File: src/rtl/ksa_wide_seq.sv
// Multi-cycle wide add/sub: one 16-bit Kogge-Stone adder, one chunk per cycle.
// Ports: clk, rst (async high); in_valid/in_ready, op_sub, a, b, cin in;
// out_valid/out_ready, sum, cout, ovf out. KSA_SEQ_OVF_EN enables ovf.
module ksa_wide_seq #(
  parameter int WORDS = 4
) (
  input  logic                  clk,
  input  logic                  rst,
  input  logic                  in_valid,
  output logic                  in_ready,
  input  logic                  op_sub,
  input  logic [16*WORDS-1:0]   a,
  input  logic [16*WORDS-1:0]   b,
  input  logic                  cin,
  output logic                  out_valid,
  input  logic                  out_ready,
  output logic [16*WORDS-1:0]   sum,
  output logic                  cout,
  output logic                  ovf
);

  localparam int W  = 16 * WORDS;
  localparam int IW = $clog2(WORDS + 1);
  localparam logic [IW-1:0] LAST = IW'(WORDS - 1);

  typedef enum logic [1:0] {
    IDLE = 2'd0,
    RUN  = 2'd1,
    DONE = 2'd2
  } state_t;

  state_t        state_q, state_d;
  logic [IW-1:0] idx_q, idx_d;
  logic [W-1:0]  a_q, a_d;
  logic [W-1:0]  b_q, b_d;
  logic [W-1:0]  sum_q, sum_d;
  logic          carry_q, carry_d;
  logic          cout_q, cout_d;

  logic [15:0]   a_ch, b_ch, ks_s;
  logic          ks_co, last;

  // Chunk select as a compare mux so idx width never mismatches the index
  always_comb begin
    a_ch = '0;
    b_ch = '0;
    for (int k = 0; k < WORDS; k++) begin
      if (idx_q == IW'(k)) begin
        a_ch = a_q[16*k +: 16];
        b_ch = b_q[16*k +: 16];
      end
    end
  end

  // 16-bit Kogge-Stone: 4 prefix levels, carry-in folded in at the end
  logic [4:0][15:0] kg, kp;
  logic [15:0]      kc;

  assign kg[0] = a_ch & b_ch;
  assign kp[0] = a_ch ^ b_ch;

  for (genvar l = 0; l < 4; l++) begin : g_lvl
    for (genvar i = 0; i < 16; i++) begin : g_bit
      if (i >= (1 << l)) begin : g_op
        assign kg[l+1][i] = kg[l][i] |
                            (kp[l][i] & kg[l][i-(1<<l)]);
        assign kp[l+1][i] = kp[l][i] & kp[l][i-(1<<l)];
      end else begin : g_pass
        assign kg[l+1][i] = kg[l][i];
        assign kp[l+1][i] = kp[l][i];
      end
    end
  end

  assign kc[0] = carry_q;
  for (genvar i = 1; i < 16; i++) begin : g_c
    assign kc[i] = kg[4][i-1] | (kp[4][i-1] & carry_q);
  end

  assign ks_s  = kp[0] ^ kc;
  assign ks_co = kg[4][15] | (kp[4][15] & carry_q);

  assign last      = (idx_q == LAST);
  assign in_ready  = (state_q == IDLE) & ~rst;
  assign out_valid = (state_q == DONE);
  assign sum       = sum_q;
  assign cout      = cout_q;

  always_comb begin
    state_d = state_q;
    idx_d   = idx_q;
    a_d     = a_q;
    b_d     = b_q;
    sum_d   = sum_q;
    carry_d = carry_q;
    cout_d  = cout_q;
    unique case (state_q)
      IDLE: begin
        if (in_valid & in_ready) begin
          a_d     = a;
          b_d     = op_sub ? ~b : b;
          carry_d = op_sub | cin;
          idx_d   = '0;
          state_d = RUN;
        end
      end
      RUN: begin
        for (int k = 0; k < WORDS; k++) begin
          if (idx_q == IW'(k)) sum_d[16*k +: 16] = ks_s;
        end
        carry_d = ks_co;
        if (last) begin
          cout_d  = ks_co;
          state_d = DONE;
        end else begin
          idx_d = idx_q + IW'(1);
        end
      end
      DONE: begin
        if (out_ready) state_d = IDLE;
      end
      default: state_d = IDLE;
    endcase
  end

  always_ff @(posedge clk or posedge rst) begin
    if (rst) begin
      state_q <= IDLE;
      idx_q   <= '0;
      a_q     <= '0;
      b_q     <= '0;
      sum_q   <= '0;
      carry_q <= 1'b0;
      cout_q  <= 1'b0;
    end else begin
      state_q <= state_d;
      idx_q   <= idx_d;
      a_q     <= a_d;
      b_q     <= b_d;
      sum_q   <= sum_d;
      carry_q <= carry_d;
      cout_q  <= cout_d;
    end
  end

`ifdef KSA_SEQ_OVF_EN
  logic ovf_q;

  // b_q is already inverted for subtract, so one rule covers both ops
  always_ff @(posedge clk or posedge rst) begin
    if (rst) begin
      ovf_q <= 1'b0;
    end else if ((state_q == RUN) && last) begin
      ovf_q <= (a_q[W-1] == b_q[W-1]) & (ks_s[15] != a_q[W-1]);
    end
  end

  assign ovf = ovf_q;
`else
  assign ovf = 1'b0;
`endif

endmodule

File: config.mk
export PLATFORM = sky130hd
export DESIGN_NAME = ksa_wide_seq
export DESIGN_NICKNAME = d
export VERILOG_FILES = /design/src/rtl/ksa_wide_seq.sv
export SDC_FILE = /design/constraint.sdc
export NUM_CORES = 1
export LEC_CHECK = 0
export BUFFER_PORTS_ARGS = -buffer_cell sky130_fd_sc_hd__buf_2
export CORE_AREA = 3 3 131 133
export CTS_BUF_LIST = sky130_fd_sc_hd__clkbuf_4
export DETAILED_ROUTE_END_ITERATION = 10
export DIE_AREA = 0 0 134 136
export PLACE_DENSITY = 0.85
export SLEW_MARGIN = 15
export SYNTH_ARGS = -nofsm -noshare
export SYNTH_HDL_FRONTEND = slang
export SYNTH_SLANG_ARGS = --single-unit
File: constraint.sdc
create_clock -name clk -period 13.5 [get_ports clk]
set_clock_uncertainty 0.05 [all_clocks]
set_input_delay 1.35 -clock clk [delete_from_list [all_inputs] [get_ports clk]]
set_output_delay 1.35 -clock clk [all_outputs]
set_load 0.05 [all_outputs]
After elaboration in Yosys (flattened, before gate mapping)
Cells that the tools add are included.

Register bits after elaboration: 199. Latch bits: 0. Memory bits (writable): 0. ROM bits: 0. Input port bits: 134. Output and inout port bits: 68. Word-level logic and storage cells: 236. Memories: 0.

$add $sub $neg: 1. $mul: 0. Div/mod/pow operators: 0. $lt $le $gt $ge: 0. Equality and inequality tests: 9. Shift-type cells: 0. Muxes and demuxes: 18. Bitwise gates (word level): 187. Reductions and logical operators: 11.

Operator list (count): $mux W16 (8); $and A1 B1 Y1 (116); $or A1 B1 Y1 (66); $mux W64 (1); $not A64 Y64 (1); $xor A16 B16 Y16 (2); $and A16 B16 Y16 (1); $reduce_and A2 Y1 (6); $eq A3 B2 Y1 const B (2); $mux W2 (3); $mux W3 (2); $pmux W2 S3 (1); $pmux W3 S2 (1); $reduce_and A3 Y1 (2); $ne A2 B1 Y1 const B (2); $ne A2 B2 Y1 const B (2); $add A3 B1 Y3 const B (1); $eq A3 B1 Y1 const B (1); $logic_not A3 Y1 (1); $eq A2 B1 Y1 const B (1); $eq A2 B2 Y1 const B (1); $logic_not A2 Y1 (1); $pmux W1 S2 (1); $reduce_bool A2 Y1 (1); 2 further kinds (2).

Longest topological paths before layout
Gate-level depths: netlist of run 1.

Depth in word-level cells: 16. Gate-level depth with buffers: 16. Gate-level depth less buffers: 13.

Least setup slack after synthesis of run 1
OpenSTA, ideal clock, no wires.

Path type: input to output. Start: input port rst. End: output port in_ready. Arrival: 2.473 ns. Required time: 12.100 ns. Path slack: 9.627 ns. Stages: 1. Path buffers: 0. Path through: nor3_1.

Cells in the longest elaborated chain, start to end: 2.

Ends and longest elaborated chain: from (decl) (line 8) `input logic rst,`; $not A1 Y1 (line 84) `assign in_ready = (state_q == IDLE) & ~rst;`; $and A1 B1 Y1 (line 84); to (decl) (line 10) `output logic in_ready,`.

Every way passes these cells.

Worst setup path after layout of run 1
Start: register idx_q[0]. End: register carry_q.

Cells in the longest elaborated chain, start to end: 16. Elaborated cells on any way between the ends: 62. Classes of those cells: 3 x eq/ne; 9 x mux; 49 x bitwise; 1 x reduce/logical.

Ends and longest elaborated chain: from (decl) (line 33) `logic [IW-1:0] idx_q, idx_d;`; from (signal assigned) (line 137) `idx_q <= idx_d;`; $logic_not A3 Y1 (line 48) `if (idx_q == IW'(k)) begin`; $mux W16 (4 in series) (line 48); $xor A16 B16 Y16 / $and A16 B16 Y16 (equally long branches) (line 60, 59); $and A1 B1 Y1 (line 66) `(kp[l][i] & kg[l][i-(1<<l)]);`; $or A1 B1 Y1 (line 65) `assign kg[l+1][i] = kg[l][i] |`; $and A1 B1 Y1 (line 66); $or A1 B1 Y1 (line 65); $and A1 B1 Y1 (line 66); $or A1 B1 Y1 (line 65); $and A1 B1 Y1 (line 66); $or A1 B1 Y1 (line 65); $or A1 B1 Y1 * (line 81) `assign ks_co = kg[4][15] | (kp[4][15] & carry_q);`; $pmux W1 S2 * (line 97) `unique case (state_q)`; to (signal assigned) (line 141) `carry_q <= carry_d;`; to (decl) (line 37) `logic carry_q, carry_d;`.

Every way passes the cells marked *; elsewhere a longest branch is shown, timed or not. A chain may end at the register's enable or synchronous reset.

==> reports/qor.log, run 1 <==
qor: run_status.status finished clean
qor: cts.ctsRootBufferMaster sky130_fd_sc_hd__clkbuf_4
qor: power_and_ir_drop.power.share.switching 51.1%
qor: run.drv.max_cap_violation_count 0
qor: cts.holdBufCountCts 0
qor: placement.port_buffers 200
qor: global_route.grtUsageTotal 25.9%
qor: cts.clk_pin_slew_worst_paths 0.15 ns
qor: floorplan.io-pin-count 202
qor: synth.yosys_warns 0
qor: cts.tritoncts done
qor: synth.synth_edf_count 0
qor: synth.post_synth_num_cell_types 47
qor: cts.numClockSinks 199
qor: detailed_routing.detail_route_antenna_nets 0
qor: synth.async_flop_share 100%
qor: power_and_ir_drop.ir_drop 0.155 mV
qor: detailed_routing.via_count 7993
qor: timing.hold_fails_final_rpt 0
qor: floorplan.die_height 136 microns
qor: detailed_routing.dr.first_iter.drc_count 774
qor: global_route.grt_first_pass_wirelength 37200 microns
qor: synth.syn_nets 1218
qor: power_and_ir_drop.comb_power_share 57.1%
qor: synth.avgSynthCellArea 9.04 sq um
qor: cts.post_cts_setup_driven_buffer_insertion_count 0
qor: timing.report.final.setup_viol 0
qor: detailed_routing.route.detailed.drc 0
qor: timing.finalMaxSlewViolations 0
qor: timing.fin_tns_setup 0 ns
qor: power_and_ir_drop.power.share.sequential 33.3%
qor: detailed_routing.detail_route.first_pass.iterations 5
qor: worst_hold_path.worstHoldPathType reg -> reg
qor: synth.syn_inst 1062
qor: synth.synth_top_cells_by_area sky130_fd_sc_hd__dfrtp_1, sky130_fd_sc_hd__nand2_1, sky130_fd_sc_hd__o21ai_0
qor: worst_hold_path.hold_path_depth 2
qor: timing.rsz0062_at_grt no
qor: placement.detailedPlacementHpwl 17700 microns
qor: power_and_ir_drop.internal_power_summed_over_all_cells 1.52 mW
qor: critical_path.cp-end-kind flop
qor: floorplan.fp-row-count 46
qor: cells_and_area.drive_above_1_share 21.2%
qor: critical_path.worst_setup_start_kind flop
qor: global_route.maximum_number_of_pins_on_one_net_before_global_route_repair 120
qor: synth.ys_ff_latch 199
qor: cts.number_of_clock_buffers_inserted_by_tritoncts 17
qor: cts.insertion_delay 0.60 ns
qor: cts.htreeDepth 4
qor: floorplan.die_x 134 microns
qor: synth.ys_seq_area_share 51.9%
qor: synth.main_synth_ff_type sky130_fd_sc_hd__dfrtp_1
qor: detailed_routing.wl_per_cell 16.4 microns
qor: critical_path.arrival_time_worst_endpoint 4.63 ns
qor: critical_path.cp_max_fo 19
qor: cts.cts_resized 0
qor: cells_and_area.num-nets-final 1367
qor: detailed_routing.vias_per_cell 5.55
qor: critical_path.timing_worst_setup_path_type reg -> reg
qor: placement.place.gp.congestion 0.915
qor: timing.achievable-frequency 237 MHz
qor: timing.worst_slew_margin_rel 28.1%
qor: timing.final_critical_path_time_including_i_o_delays_and_setup 4.22 ns
qor: detailed_routing.finalWirelength 23700 microns
qor: global_route.grt_overflow_total 0
qor: floorplan.floorplan.initialDensity 60.2%
qor: power_and_ir_drop.p_leak 5.43 nW
qor: power_and_ir_drop.net-switching-power 1.59 mW
qor: cells_and_area.commonest_non_fill_non_tap_cell_in_the_layout sky130_fd_sc_hd__nand2_1
qor: global_route.number_of_global_route_vias_before_repair 7287
qor: cells_and_area.antenna_cells 0
qor: critical_path.r2r.worst_path.cells 14
qor: timing.worst_pin_slew 1.08 ns
qor: cells_and_area.final_util 68.4%
qor: power_and_ir_drop.share_clk_of_total_power 9.6%
qor: synth.synth_top_cell_by_area sky130_fd_sc_hd__dfrtp_1
qor: power_and_ir_drop.power_density 285 nW/um^2
qor: cts.cts_buffer_depth 2
qor: cells_and_area.layout.cells.most_common_list sky130_fd_sc_hd__nand2_1, sky130_fd_sc_hd__dfrtp_1, sky130_fd_sc_hd__buf_2
qor: global_route.antenna_found_initial 0
qor: synth.netlist_area 9600 sq um
qor: floorplan.die_area 18200 sq um
qor: floorplan.coreArea 15900 sq um
qor: cells_and_area.syn_to_final_growth 13.6%
qor: synth.netlist.area_leader.share 51.9%
qor: critical_path.worst_ep_required_time 13.91 ns
qor: timing.layout_worst_path_cycle_share 31.2%
==> critical path, stage by stage (launching register included) <==
cell	delay (ns)
sky130_fd_sc_hd__dfrtp_1	0.45
sky130_fd_sc_hd__inv_1	0.12
sky130_fd_sc_hd__ha_1	0.18
sky130_fd_sc_hd__nor2b_2	0.66
sky130_fd_sc_hd__buf_4	0.34
sky130_fd_sc_hd__a221o_1	0.13
sky130_fd_sc_hd__o21ai_0	0.11
sky130_fd_sc_hd__o21ai_0	0.31
sky130_fd_sc_hd__ha_1	0.36
sky130_fd_sc_hd__a21oi_1	0.22
sky130_fd_sc_hd__o21ai_0	0.14
sky130_fd_sc_hd__a21o_1	0.21
sky130_fd_sc_hd__a211o_4	0.38
sky130_fd_sc_hd__a221oi_2	0.28
sky130_fd_sc_hd__mux2i_1	0.13
==> power by group through the flow <==
| stage | combinational [mW] | sequential, mW | clock [mW] |
|---|---|---|---|
| after global placement | 1.70 | 1.04 | 0 |
| final | 1.78 | 1.04 | 0.299 |
| after detailed placement | 1.76 | 1.05 | 0 |
| after global routing | 1.94 | 1.07 | 0.329 |
| after CTS | 1.77 | 1.03 | 0.301 |
| after floorplan | 1.06 | 1.27 | 0 |
==> state kept, by name, summed over array words and instances (netlist names) <==
name,cells
b_q,64
a_q,64
state_q,2
cout,1
sum,64
carry_q,1
idx_q,3
==> cell families (layout without fill, tap and decap cells) <==
family | count (synthesis) | after routing | share of synthesized area, %
flops | 199 | 199 | 51.9
mux | 15 | 15 | 1.67
compound gates | 270 | 270 | 16.8
buf+inv | 85 | 247 | 3.58
simple gates | 393 | 393 | 16.1
fa+ha+maj | 22 | 22 | 2.95
other cells | 1 | 1 | 0.0391
xor+xnor | 77 | 77 | 7.03
==> layer usage <==
layer | global-route usage, % | up-vias | part of all wire (%)
met2 | 38.1 | 351 | 43
met4 | 10.5 | 0 | 3.5
met5 | 0 | - | 0
li1 | - | 3845 | -
met3 | 4.96 | 59 | 7.7
met1 | 38.1 | 3738 | 45
==> worst paths after layout <==
path | endpoint | slack, ns | from
max | carry_q | 9.28 | idx_q[0]
min | a_q[42] | 0.44 | a_q[42]
max reg2reg | carry_q | 9.28 | idx_q[0]
min reg2reg | a_q[42] | 0.44 | a_q[42]
max in group asynchronous | b_q[51] | 11.05 | rst
min in group asynchronous | state_q[1] | 0.85 | rst
==> cell usage after synthesis (5+ instances only) <==
| master | instances |
|---|---|
| sky130_fd_sc_hd__nand2_1 | 358 |
| sky130_fd_sc_hd__xnor2_1 | 73 |
| sky130_fd_sc_hd__buf_1 | 8 |
| sky130_fd_sc_hd__buf_2 | 5 |
| sky130_fd_sc_hd__mux2i_1 | 10 |
| sky130_fd_sc_hd__a21o_1 | 6 |
| sky130_fd_sc_hd__o21ai_0 | 197 |
| sky130_fd_sc_hd__clkbuf_1 | 61 |
| sky130_fd_sc_hd__nand3_1 | 8 |
| sky130_fd_sc_hd__a221o_1 | 32 |
| sky130_fd_sc_hd__nor2_1 | 6 |
| sky130_fd_sc_hd__a21oi_1 | 16 |
| sky130_fd_sc_hd__dfrtp_1 | 199 |
| sky130_fd_sc_hd__ha_1 | 21 |
| sky130_fd_sc_hd__inv_1 | 8 |
==> through the flow <==
| step | instances | instance area (sq um) | setup slack (ns) | total power [mW] | hold slack, ns |
|---|---|---|---|---|---|
| 6_report | 1440 | 10900 | 9.28 | 3.11 | 0.440 |
| 5_1_grt | 1440 | 10900 | 8.96 | 3.33 | 0.460 |
| 4_1_cts | 1440 | 10900 | 9.35 | 3.10 | 0.442 |
| 3_5_place_dp | 1408 | 10600 | 9.38 | 2.81 | 0.409 |
| 3_3_place_gp | 1408 | 10600 | 9.57 | 2.74 | 0.403 |
| 2_1_floorplan | 1062 | 9600 | 6.67 | 2.34 | 0.390 |
==> layout make-up <==
type / count / area (sq um)
clock inverter: 13 / 120
clock buffer: 19 / 143
tap: 216 / 270
inverter: 8 / 37.5
multi-input combinational: 778 / 4300
fill: 1234 / 5040
timing repair buffer: 207 / 1060
sequential: 199 / 4980
Note: power is estimated with default switching activity, not from simulation.
==> run 2, diff against run 1 <==
- CORE_AREA: 3 3 131 133 -> 3 3 142 144
- DIE_AREA: 0 0 134 136 -> 0 0 145 147
- PLACE_DENSITY: 0.85 -> 0.77
- clock period: 13.5 -> 3.5 ns (I/O delays scaled with it)
==> reports/qor.log, run 2 (synthesized netlist as in run 1, its figures left out) <==
qor: timing.hold_fails_final_rpt 0
qor: floorplan.io-pin-count 202
qor: run_status.status finished clean
qor: timing.worst_slew_margin_rel 35.4%
qor: floorplan.die_height 147 microns
qor: cts.number_of_clock_buffers_inserted_by_tritoncts 17
qor: detailed_routing.vias_per_cell 5.33
qor: global_route.grt_first_pass_wirelength 45800 microns
qor: detailed_routing.detail_route_antenna_nets 0
qor: detailed_routing.wl_per_cell 17.2 microns
qor: floorplan.die_area 21300 sq um
qor: worst_hold_path.worstHoldPathType in -> reg
qor: detailed_routing.dr.first_iter.drc_count 685
qor: timing.report.final.setup_viol 0
qor: critical_path.worst_ep_required_time 3.97 ns
qor: timing.worst_pin_slew 0.970 ns
qor: placement.dp.cells 1491
qor: cells_and_area.commonest_non_fill_non_tap_cell_in_the_layout sky130_fd_sc_hd__nand2_1
qor: power_and_ir_drop.ir_drop 0.502 mV
qor: cells_and_area.layout.cells.most_common_list sky130_fd_sc_hd__nand2_1, sky130_fd_sc_hd__buf_2, sky130_fd_sc_hd__dfrtp_1
qor: global_route.maximum_number_of_pins_on_one_net_before_global_route_repair 79
qor: global_route.number_of_global_route_vias_before_repair 8659
qor: placement.detailedPlacementHpwl 17900 microns
qor: timing.fin_tns_setup 0 ns
qor: timing.rsz0062_at_grt yes
qor: detailed_routing.via_count 8918
qor: critical_path.r2r.worst_path.cells 17
qor: timing.finalMaxSlewViolations 0
qor: critical_path.cp_max_fo 6
qor: detailed_routing.route.detailed.drc 0
qor: timing.postLayoutSetupSlackWorst 0.0750 ns
qor: critical_path.arrival_time_worst_endpoint 3.89 ns
qor: power_and_ir_drop.power_density 1080 nW/um^2
qor: timing.achievable-frequency 292 MHz
qor: critical_path.regToRegStartpoint idx_q[0]
qor: floorplan.die_x 145 microns
qor: detailed_routing.detail_route.first_pass.iterations 5
qor: timing.minimum_hold_slack 0.0419 ns
qor: critical_path.worst-r2r-setup-slack 0.08 ns
qor: cts.numClockSinks 199
qor: cells_and_area.syn_to_final_growth 35.7%
qor: cts.cts_buffer_depth 2
qor: placement.place.gp.congestion 0.881
qor: floorplan.coreArea 18800 sq um
qor: power_and_ir_drop.p_leak 6.34 nW
qor: global_route.grt_overflow_total 0
qor: cts.tritoncts done
qor: cts.clk_pin_slew_worst_paths 0.17 ns
qor: critical_path.crit_path_start idx_q[0]
qor: placement.place_ws -0.610 ns
qor: critical_path.timing_worst_setup_path_type reg -> reg
qor: cells_and_area.drive_above_1_share 25.8%
qor: power_and_ir_drop.power 14.1 mW
qor: critical_path.cp-end-kind flop
qor: timing.final_critical_path_time_including_i_o_delays_and_setup 3.42 ns
qor: placement.port_buffers 200
qor: floorplan.fp-row-count 50
qor: critical_path.worst_setup_start_kind flop
qor: cts.insertion_delay 0.60 ns
qor: critical_path.worstReg2RegEnd sum[46]
qor: cells_and_area.num-nets-final 1555
qor: run.drv.max_cap_violation_count 0
qor: floorplan.floorplan.initialDensity 51.0%
qor: critical_path.cp-endpoint sum[46]
qor: cts.ctsRootBufferMaster sky130_fd_sc_hd__clkbuf_4
qor: timing.layout_worst_path_cycle_share 97.9%
qor: global_route.antenna_found_initial 1
qor: detailed_routing.finalWirelength 28700 microns
qor: global_route.grtUsageTotal 26.6%
qor: cts.htreeDepth 4
qor: cells_and_area.finalNonFillerCells 1673
-- run 2: per-layer routing --
metal,wire [microns],track usage [%],vias to the layer above
li1,-,-,4227
met1,12500,37.0,4252
met2,13500,41.7,373
met3,1820,5.46,66
met4,921,9.45,0
met5,0,0,-
-- run 2: how the worst min path moves through the flow --
stage | endpoint | from | slack [ns] | cells past startpoint
detailed placement | a_q[43] | a_q[43] | 0.41 | 2
global placement | a_q[39] | a_q[39] | 0.40 | 2
CTS | b_q[35] | b[35] | 0.002 | 3
global route | b_q[63] | b[63] | 0.008 | 3
floorplan | a_q[32] | a_q[32] | 0.39 | 2
finish | b_q[39] | b[39] | 0.04 | 3
-- run 2: area by class of cell --
cell class                 count  area, sq um
inverter                       8         33.8
sequential                   199         4980
fill                        1352         5800
antenna                        1         2.50
timing repair buffer         393         2830
tap                          260          325
clock buffer                  17          128
multi-input combinational    780         4570
clock inverter                15          155
-- run 2: stage by stage --
| step | area [sq um] | util, % |
|---|---|---|
| after floorplan | 9610 | - |
| after global placement | 11000 | 58.5 |
| after detailed placement | 11000 | 58.5 |
| after CTS | 12700 | 67.5 |
| after global routing | 13000 | 69.2 |
| final | 13000 | 69.2 |
-- run 2: critical path, stage by stage, from the launching register on --
cell and delay, ns:
sky130_fd_sc_hd__dfrtp_1 0.42, sky130_fd_sc_hd__inv_2 0.06, sky130_fd_sc_hd__buf_6 0.11, sky130_fd_sc_hd__ha_4 0.15
sky130_fd_sc_hd__nor3b_4 0.15, sky130_fd_sc_hd__buf_6 0.13, sky130_fd_sc_hd__buf_4 0.15, sky130_fd_sc_hd__a221o_1 0.32
sky130_fd_sc_hd__o21ai_2 0.08, sky130_fd_sc_hd__o21ai_2 0.09, sky130_fd_sc_hd__ha_2 0.22, sky130_fd_sc_hd__buf_4 0.15
sky130_fd_sc_hd__o21ai_4 0.22, sky130_fd_sc_hd__nor4b_4 0.08, sky130_fd_sc_hd__o21a_1 0.21, sky130_fd_sc_hd__a211o_4 0.32
sky130_fd_sc_hd__mux2_4 0.34, sky130_fd_sc_hd__o21ai_2 0.10
-- run 2: what timing repair did --
action / CTS / global route
gates resized for setup: 46 / 63
hold endpoints to repair: 159 / 0
endpoints found under the setup margin: 54 / 47
cloned: 2 / 1
setup buffers: 9 / 14
pin swaps: 17 / 36
hold buffers: 123 / 0
-- run 2: power by group --
part | internal (mW) | leakage, nW | switching (mW)
clock | 0.323 | 0.143 | 0.889
sequential | 3.34 | 2.49 | 0.646
combinational | 3.43 | 3.70 | 5.44
